$ cat src/rtl/vreg_queue_pkg.sv
// Shared sizing helpers and line-trace string helpers for the vreg input queue.
package vreg_queue_pkg;

    function automatic int ptr_width(input int depth);
        return (depth > 2) ? $clog2(depth) : 1;
    endfunction

    function automatic int cnt_width(input int depth);
        return $clog2(depth + 1);
    endfunction

    // A fired port shows its message; a stalled one "#", an idle one ".", padded to the message width.
    function automatic string trace_port(input logic val, input logic rdy, input string msg);
        string s;
        if (val && rdy) begin
            return msg;
        end
        s = val ? "#" : ".";
        while (s.len() < msg.len()) begin
            s = {s, " "};
        end
        return s;
    endfunction

    function automatic string line_trace(input logic enq_val, input logic enq_rdy, input string enq_str,
                                         input int count, input logic deq_val, input logic deq_rdy,
                                         input string deq_str);
        return $sformatf("%s (%2d) %s", trace_port(enq_val, enq_rdy, enq_str), count,
                         trace_port(deq_val, deq_rdy, deq_str));
    endfunction

endpackage

$ cat src/rtl/vreg_input_queue_if.sv
// Enqueue/dequeue handshake bundle of the vreg input queue.
interface vreg_input_queue_if
    import vreg_queue_pkg::*;
#(
    parameter int p_nbits       = 32,
    parameter int p_num_entries = 2
);
    localparam int c_cnt_w = cnt_width(p_num_entries);

    logic               enq_val;
    logic               enq_rdy;
    logic [p_nbits-1:0] enq_msg;
    logic               deq_val;
    logic               deq_rdy;
    logic [p_nbits-1:0] deq_msg;
    logic [c_cnt_w-1:0] count;

    modport master (
        output enq_val, enq_msg, deq_rdy,
        input  enq_rdy, deq_val, deq_msg, count
    );

    modport slave (
        input  enq_val, enq_msg, deq_rdy,
        output enq_rdy, deq_val, deq_msg, count
    );

endinterface

$ cat src/rtl/vreg_queue_regfile.sv
// Queue storage: one synchronous write port, one combinational read port, no reset.
module vreg_queue_regfile
    import vreg_queue_pkg::*;
#(
    parameter int  p_nbits       = 32,
    parameter int  p_num_entries = 2,
    localparam int c_addr_w      = ptr_width(p_num_entries)
) (
    input  logic                clk,
    input  logic                wen,
    input  logic [c_addr_w-1:0] waddr,
    input  logic [p_nbits-1:0]  wdata,
    input  logic [c_addr_w-1:0] raddr,
    output logic [p_nbits-1:0]  rdata
);

    logic [p_nbits-1:0] mem [p_num_entries];

    always_ff @(posedge clk) begin
        if (wen) begin
            mem[waddr] <= wdata;
        end
    end

    assign rdata = mem[raddr];

endmodule

$ cat src/rtl/vreg_input_queue.sv
// Normal (non-bypass, non-pipe) val/rdy queue feeding the register stage's d input.
module vreg_input_queue
    import vreg_queue_pkg::*;
#(
    parameter int p_nbits       = 32,
    parameter int p_num_entries = 2
) (
    input logic               clk,
    input logic               reset,
    vreg_input_queue_if.slave q
);

    localparam int c_ptr_w = ptr_width(p_num_entries);
    localparam int c_cnt_w = cnt_width(p_num_entries);
    localparam logic [c_ptr_w-1:0] c_last = c_ptr_w'(p_num_entries - 1);
    localparam logic [c_cnt_w-1:0] c_full = c_cnt_w'(p_num_entries);

    logic [c_ptr_w-1:0] head;
    logic [c_ptr_w-1:0] tail;
    logic [c_cnt_w-1:0] count;
    logic               enq_rdy;
    logic               deq_val;
    logic               enq_fire;
    logic               deq_fire;

    // Explicit wrap so non-power-of-two depths never index past the last entry.
    function automatic logic [c_ptr_w-1:0] ptr_next(input logic [c_ptr_w-1:0] p);
        return (p == c_last) ? '0 : p + c_ptr_w'(1);
    endfunction

    assign enq_rdy  = (count != c_full);
    assign deq_val  = (count != '0);
    assign enq_fire = q.enq_val && enq_rdy && !reset;
    assign deq_fire = q.deq_rdy && deq_val && !reset;

    always_ff @(posedge clk) begin
        if (reset) begin
            head  <= '0;
            tail  <= '0;
            count <= '0;
        end else begin
            if (enq_fire) begin
                tail <= ptr_next(tail);
            end
            if (deq_fire) begin
                head <= ptr_next(head);
            end
            if (enq_fire && !deq_fire) begin
                count <= count + c_cnt_w'(1);
            end else if (deq_fire && !enq_fire) begin
                count <= count - c_cnt_w'(1);
            end
        end
    end

    vreg_queue_regfile #(
        .p_nbits       (p_nbits),
        .p_num_entries (p_num_entries)
    ) regfile (
        .clk   (clk),
        .wen   (enq_fire),
        .waddr (tail),
        .wdata (q.enq_msg),
        .raddr (head),
        .rdata (q.deq_msg)
    );

    assign q.enq_rdy = enq_rdy;
    assign q.deq_val = deq_val;
    assign q.count   = count;

    a_count_max: assert property (@(posedge clk) disable iff (reset) count <= c_full);
    a_no_underflow: assert property (@(posedge clk) disable iff (reset)
        !(deq_fire && !enq_fire && count == '0));
    a_head_range: assert property (@(posedge clk) disable iff (reset) int'(head) < p_num_entries);
    a_tail_range: assert property (@(posedge clk) disable iff (reset) int'(tail) < p_num_entries);

endmodule

$ cat src/flat_wrapper.sv
// flat-port wrapper written by rule: the top's interface ports become plain ports
module vreg_input_queue_flat import vreg_queue_pkg::*;
#(
    parameter int p_nbits       = 32,
    parameter int p_num_entries = 2
)
  (clk, reset, q_enq_val, q_enq_msg, q_deq_rdy, q_enq_rdy, q_deq_val, q_deq_msg, q_count);
  vreg_input_queue_if #(.p_nbits(p_nbits), .p_num_entries(p_num_entries)) q_i ();
  input logic clk;
  input logic reset;
  input wire logic [$bits(q_i.enq_val)-1:0] q_enq_val;
  input wire logic [$bits(q_i.enq_msg)-1:0] q_enq_msg;
  input wire logic [$bits(q_i.deq_rdy)-1:0] q_deq_rdy;
  output wire logic [$bits(q_i.enq_rdy)-1:0] q_enq_rdy;
  output wire logic [$bits(q_i.deq_val)-1:0] q_deq_val;
  output wire logic [$bits(q_i.deq_msg)-1:0] q_deq_msg;
  output wire logic [$bits(q_i.count)-1:0] q_count;
  assign q_i.enq_val = q_enq_val;
  assign q_i.enq_msg = q_enq_msg;
  assign q_i.deq_rdy = q_deq_rdy;
  assign q_enq_rdy = q_i.enq_rdy;
  assign q_deq_val = q_i.deq_val;
  assign q_deq_msg = q_i.deq_msg;
  assign q_count = q_i.count;
  vreg_input_queue #(.p_nbits(p_nbits), .p_num_entries(p_num_entries)) u_core (.clk(clk), .reset(reset), .q(q_i));
endmodule
$ cat config.mk
export PLATFORM = sky130hd
export DESIGN_NAME = vreg_input_queue_flat
export DESIGN_NICKNAME = d
export VERILOG_FILES = /design/src/rtl/vreg_queue_pkg.sv /design/src/rtl/vreg_input_queue_if.sv /design/src/rtl/vreg_queue_regfile.sv /design/src/rtl/vreg_input_queue.sv /design/src/flat_wrapper.sv
export SDC_FILE = /design/constraint.sdc
export NUM_CORES = 1
export LEC_CHECK = 0
export ABC_AREA = 1
export CORE_ASPECT_RATIO = 0.8
export CORE_MARGIN = 1
export CORE_UTILIZATION = 43
export CTS_BUF_LIST = sky130_fd_sc_hd__clkbuf_8 sky130_fd_sc_hd__clkbuf_16
export CTS_CLUSTER_SIZE = 20
export DETAILED_ROUTE_END_ITERATION = 7
export GPL_ROUTABILITY_DRIVEN = 0
export PLACE_DENSITY = 0.75
export SLEW_MARGIN = 5
export SYNTH_ARGS = -nofsm -noshare
export SYNTH_HDL_FRONTEND = slang
export SYNTH_SLANG_ARGS = --single-unit
$ cat constraint.sdc
create_clock -name clk -period 2.6 [get_ports clk]
set_clock_uncertainty 0.15 [all_clocks]
set_input_delay 0.52 -clock clk [delete_from_list [all_inputs] [get_ports clk]]
set_output_delay 0.52 -clock clk [all_outputs]
set_load 0.01 [all_outputs]
==> results of run 1 <==
## state kept, by name, summed over array words and instances, names as in the netlist, named ones only
register and count:
u_core.tail 1, u_core.q.count 2, u_core.regfile.mem 64, u_core.head 1
## routing by layer
layer	wire length (um)	vias up
li1	-	682
met1	1970	654
met2	2040	47
met3	245	7
met4	63	0
met5	0	-
## cell usage in the layout, fill, tap and decap left out, drive strengths merged
| master | count |
|---|---|
| clkdlybuf4s50 | 71 |
| edfxtp | 64 |
| mux2 | 32 |
| nand2 | 11 |
| clkbuf | 9 |
| inv | 8 |
| nor2 | 7 |
| buf | 6 |
| dfxtp | 5 |
| bufinv | 4 |
| clkinv | 3 |
| nand3 | 2 |
| o21a | 1 |
| o21ai | 1 |
| a21oi | 1 |
| nand4 | 1 |
| ha | 1 |
## power by group through the flow
stage	Clock, mW	Combinational (mW)	Sequential, mW
finish	1.09	0.439	1.29
detailed placement	0	0.444	1.31
global route	1.16	0.469	1.29
global placement	0	0.439	1.31
floorplan	0	0.242	1.31
CTS	1.12	0.446	1.29
## cells by family after synthesis
logic type	after synthesis	share of synthesized area, %
adders and majority gates	1	0.461
muxes	32	17.4
AOI/OAI and AO/OA	3	0.646
and+or+nand+nor	21	3.18
buffers and inverters	12	3.74
DFF	69	74.5
## through the flow
stage	cells	hold WS [ns]	instance area (um2)	utilization [%]	power (mW)
floorplan	138	0.317	2720	-	1.55
global placement	292	0.332	3540	58.9	1.75
detailed placement	292	0.358	3540	58.9	1.76
CTS	308	0.374	3800	63.3	2.85
global route	308	0.438	3800	63.3	2.93
finish	308	0.370	3800	63.3	2.82
## tightest hold or removal path, cell delays in order, from the launching register on
cell and delay (ns):
dfxtp_1 0.34, nor2_1 0.06, nor2_1 0.09
## path summary, 6_finish.rpt
kind / endpoint / slack [ns] / cells past startpoint / from
worst max-delay path: q_deq_msg[11] / 0.13 / 3 / flop
worst min-delay path: u_core.head / 0.37 / 2 / u_core.head
worst max register to register: u_core.regfile.mem[1][14] / 0.88 / 5 / u_core.q.count[0]
worst min register to register: u_core.head / 0.37 / 2 / u_core.head
## final cells by class
class | count | area (um2)
well taps | 81 | 101
inverters | 8 | 30.0
clock inverters | 7 | 138
fillers | 453 | 2200
clock buffers | 9 | 124
repair buffers | 77 | 781
flip-flops and latches | 69 | 2020
multi-input cells | 57 | 604
==> run_results.csv, run 1 <==
group,metric,value,unit
routing,via_per_inst,4.51,
pwr,p_leak,1.39,nW
floorplan,die_y,73.0,um
job,maxCapViolCount,0,
yosys,ys.flop_type,"edfxtp_1",
worst_setup_path,crit_buf_inv,2,
pwr,clkPwrFrac,38.8,%
routing,wl_per_cell,14.0,um
worst_setup_path,end_kind,"output port",
yosys,yosysTopAreaCell,"edfxtp_1",
clock_tree,cts-resized-gates,0,
global_route,grt_pass1_wl,6800,um
floorplan,start_util,45.2,%
yosys,netlist_instances,138,
timing,fin_crit_sh,95.0,%
global_route,grtUsageMet2,22.7,%
floorplan,dieArea,6630,um2
yosys,yosys.area.top_type_share,70.8,%
yosys,seq_area_frac_synth,74.5,%
yosys,synth_edf_count,64,
clock_tree,cts_max_level,3,
clock_tree,post_cts_buffers,0,
pwr,p_seq_share,45.7,%
yosys,syn-num-nets,175,
outcome,status,"completed",
floorplan,io_pins,72,
clock_tree,cts_tree,"done",
clock_tree,cts_buffers,9,
layout,area_delta_synth_final,40.1,%
clock_tree,clk_latency,0.33,ns
floorplan,num_rows,25,
yosys,ys_ff_latch,69,
global_route,grt.total_usage,14.1,%
global_route,top_usage_layer,"met2",
timing,worst_slew_pin_slew,0.345,ns
floorplan,die_w,90.8,um
worst_setup_path,crit_family,"buffers and inverters",
yosys,yosys-top-cells-count,"64 x edfxtp_1, 30 x mux2_4, 10 x nand2_1, 7 x inv_1, 7 x nor2_1",
floorplan,core,6010,um2
timing,slew_headroom,77.0,%
global_route,grt_pass1_vias,1448,
timing,finalSetupViolations,0,
routing,drc,0,
worst_setup_path,worstPathMaxFanout,19,
timing,fin_setup_tns,0,ns
global_route,gr-total-overflow,0,
yosys,avgSynthCellArea,19.7,um2
yosys,synth_warnings,0,
clock_tree,clock_path_buffers,2,
yosys,ys_types,17,
global_route,grt_max_degree,22,
routing,vias,1390,
worst_setup_path,critical_path.slowest_cell,"clkdlybuf4s50_1",
pwr,comb_power_share,15.6,%
clock_tree,cts_sinks,69,
yosys,synth_area_leaders,"edfxtp_1 71%, mux2_4 17%, dfxtp_1 3.7%, buf_12 2.2%, nand2_1 1.4%",
timing,min_period,2.47,ns
placement,hpwl,3080,um
worst_setup_path,worstPathRequired,1.93,ns
worst_hold_path,worst_hold_path_type,"flop to flop",
yosys,mappedNetlistArea,2710,um2
worst_setup_path,startpoint_type,"flop",
layout,drive_gt1_share,25.6,%
yosys,synth_most_common_cell,"edfxtp_1",
pwr,powerDensity,743,nW/um2
timing,worst_slack,0.129,ns
timing,finalHoldViolations,0,
yosys,async_flop_share,0,%
worst_setup_path,crit_arrival,1.80,ns
pwr,ir_drop,394,uV
placement,dp_slack,0.318,ns
global_route,use_met1,16.9,%
routing,antenna_left,0,
clock_tree,holdBufCountCts,0,
layout,nets,259,
timing,maxSlewViolCount,0,
worst_setup_path,worstSetupPathType,"flop to output port",
timing,rsz0062_at_grt,"no",
global_route,use_met3,5.21,%
pwr,intPower,2.27,mW
routing,firstDrtPassIters,4,
pwr,switching_share,19.6,%
global_route,antenna_found_initial,0,
worst_setup_path,cpPeakStageDelay,0.49,ns
layout,num_antenna_cells,0,
routing,drt_iter0_markers,42,
routing,wl,4320,um
timing,max_freq,0.405,GHz
worst_setup_path,crit_chain,"buf_4 > mux2_4 > clkdlybuf4s50_1",
pwr,power_switching,0.555,mW
clock_tree,clkTransAtPathRegs,0.06,ns
placement,portBuffers,71,
clock_tree,root_buffer,"clkbuf_8",
(Power assumes the default switching activity.)
==> run 2, diff against run 1 <==
--- a/config.mk
+++ b/config.mk
@@ -8,12 +8,13 @@
 export ABC_AREA = 1
 export CORE_ASPECT_RATIO = 0.8
 export CORE_MARGIN = 1
-export CORE_UTILIZATION = 43
+export CORE_UTILIZATION = 50
 export CTS_BUF_LIST = sky130_fd_sc_hd__clkbuf_8 sky130_fd_sc_hd__clkbuf_16
 export CTS_CLUSTER_SIZE = 20
 export DETAILED_ROUTE_END_ITERATION = 7
+export DONT_BUFFER_PORTS = 1
 export GPL_ROUTABILITY_DRIVEN = 0
-export PLACE_DENSITY = 0.75
+export RECOVER_POWER = 100
 export SLEW_MARGIN = 5
 export SYNTH_ARGS = -nofsm -noshare
 export SYNTH_HDL_FRONTEND = slang
==> constraint.sdc (replaced) <==
create_clock -name clk -period 3.2 [get_ports clk]
set_clock_uncertainty 0.15 [all_clocks]
set_input_delay 0.64 -clock clk [delete_from_list [all_inputs] [get_ports clk]]
set_output_delay 0.64 -clock clk [all_outputs]
set_load 0.01 [all_outputs]
==> run 2 against run 1 <==
Net effect:
- the run now ends with DRC left
- cell count decreased by 30%
- sequential power shrank 18%
- sequential share of layout area increased by 18 points
- critical endpoint is now q_deq_msg[10]
==> run_results.csv, run 2 (same netlist as run 1, synthesis figures left out) <==
group,metric,value,unit
worst_setup_path,worstSetupPathType,"flop to output port",
worst_setup_path,crit_arrival,1.82,ns
clock_tree,cts_max_level,3,
layout,reg_top3,"u_core.regfile.mem (64), u_core.q.count (2)",
global_route,grt_pass1_wl,5660,um
layout,area_delta_synth_final,5.26,%
floorplan,io_pins,72,
pwr,power,1.94,mW
timing,fin_setup_tns,0,ns
clock_tree,root_buffer,"clkbuf_8",
worst_setup_path,crit_end,"q_deq_msg[10]",
worst_setup_path,end_kind,"output port",
timing,finalSetupViolations,0,
pwr,p_leak,0.965,nW
floorplan,start_util,53.0,%
outcome,status,"finished, violations left",
pwr,switching_share,21.7,%
routing,drc,5,
layout,postLayoutCellArea,2860,um2
worst_setup_path,crit_family,"flip-flops",
timing,rsz0062_at_grt,"no",
clock_tree,holdBufCountCts,0,
layout,drive_gt1_share,13.6,%
timing,min_period,2.61,ns
clock_tree,clkTransAtPathRegs,0.07,ns
timing,worst_slew_pin_slew,0.832,ns
worst_hold_path,holdPathStages,0,
floorplan,die_y,67.9,um
timing,max_freq,0.384,GHz
layout,seq_area,2020,um2
worst_hold_path,hp-start,"q_enq_msg[18]",
layout,multiInputGateArea,493,um2
worst_setup_path,r2r_slack,0.63,ns
layout,layout_commonest_cell,"edfxtp_1",
clock_tree,cts_sinks,69,
outcome,violations,"DRC",
clock_tree,cts_tree,"done",
timing,maxSlewViolCount,0,
placement,portBuffers,0,
floorplan,dieArea,5730,um2
worst_setup_path,r2r_start,"u_core.q.count[0]",
timing,worst_slack,0.595,ns
worst_setup_path,r2r-end,"u_core.regfile.mem[1][27]",
placement,dp_slack,1.00,ns
job,maxCapViolCount,0,
routing,wl,3780,um
layout,most-common-layout-cells,"64 x edfxtp_1, 29 x mux2_1, 11 x nand2_1, 9 x clkbuf_8, 8 x inv_1",
clock_tree,post_cts_buffers,0,
worst_setup_path,crit_cells,2,
worst_setup_path,critical_path.slowest_cell,"dfxtp_2",
pwr,power_switching,0.421,mW
pwr,intPower,1.52,mW
routing,wl_per_cell,17.5,um
pwr,p_seq_share,54.7,%
pwr,comb_power_share,7.5,%
timing,holdWs,0.249,ns
global_route,antenna_found_initial,0,
pwr,powerDensity,679,nW/um2
worst_setup_path,crit_buf_inv,1,
timing,fin_crit_sh,81.4,%
placement,place_area,2770,um2
routing,antenna_left,0,
routing,drt_iter0_markers,51,
floorplan,core,5120,um2
global_route,grt_max_degree,33,
layout,max_flop_register,"u_core.regfile.mem",
layout,num-fill-cells,415,
floorplan,num_rows,23,
worst_setup_path,rr_worst_depth,5,
routing,firstDrtPassIters,8,
global_route,gr-total-overflow,0,
pwr,clkPwrFrac,37.7,%
clock_tree,cts-resized-gates,0,
worst_setup_path,crit_chain,"clkbuf_1 > mux2_1",
worst_setup_path,worstPathRequired,2.41,ns
worst_setup_path,startpoint_type,"flop",
pwr,ir_drop,405,uV
timing,finalHoldViolations,0,
worst_setup_path,worstPathMaxFanout,20,
layout,nets,186,
timing,slew_headroom,44.5,%
clock_tree,cts_buffers,9,
clock_tree,clk_latency,0.33,ns
worst_setup_path,cpPeakStageDelay,0.66,ns
global_route,grt.total_usage,14.6,%
clock_tree,clock_path_buffers,2,
layout,largest_reg_flops,64,
layout,num_antenna_cells,0,
global_route,grt_pass1_vias,1170,
routing,via_per_inst,5.21,
floorplan,die_w,84.4,um
routing,vias,1126,
worst_hold_path,worst_hold_path_type,"input port to flop",
placement,hpwl,2510,um
-- run 2: per-layer routing --
metal	share of wire [%]	global-route usage, %
met4	1.5	6.36
met1	38	13.9
met5	0	0
met2	49	23.6
met3	12	11.8
-- run 2: worst min path at each step --
| stage | endpoint | slack (ns) |
|---|---|---|
| floorplan | flop | 0.32 |
| global placement | u_core.head | 0.33 |
| detailed placement | flop | 0.34 |
| CTS | u_core.regfile.mem[0][18] | 0.23 |
| global route | u_core.regfile.mem[1][11] | 0.21 |
| finish | u_core.regfile.mem[0][18] | 0.25 |
-- run 2: power groups by stage --
stage | logic (mW) | clock network, mW | registers, mW
after floorplan | 0.196 | 0 | 1.07
after global placement | 0.187 | 0 | 1.08
after detailed placement | 0.192 | 0 | 1.09
after CTS | 0.193 | 0.754 | 1.07
after global routing | 0.162 | 0.794 | 1.07
final | 0.146 | 0.732 | 1.06
-- run 2: metrics by stage --
| stage | utilization, % | instances |
|---|---|---|
| 6_report | 55.7 | 216 |
| 5_1_grt | 55.7 | 216 |
| 4_1_cts | 58.2 | 216 |
| 3_5_place_dp | 54.0 | 200 |
| 3_3_place_gp | 54.0 | 200 |
| 2_1_floorplan | - | 138 |
-- run 2: layout make-up --
class | count | area share (%)
sequential | 69 | 70.9
multi-input combinational | 57 | 17.3
clock inverter | 7 | 3.16
tap | 62 | 2.72
timing repair buffer | 4 | 0.613
inverter | 8 | 1.05
clock buffer | 9 | 4.34
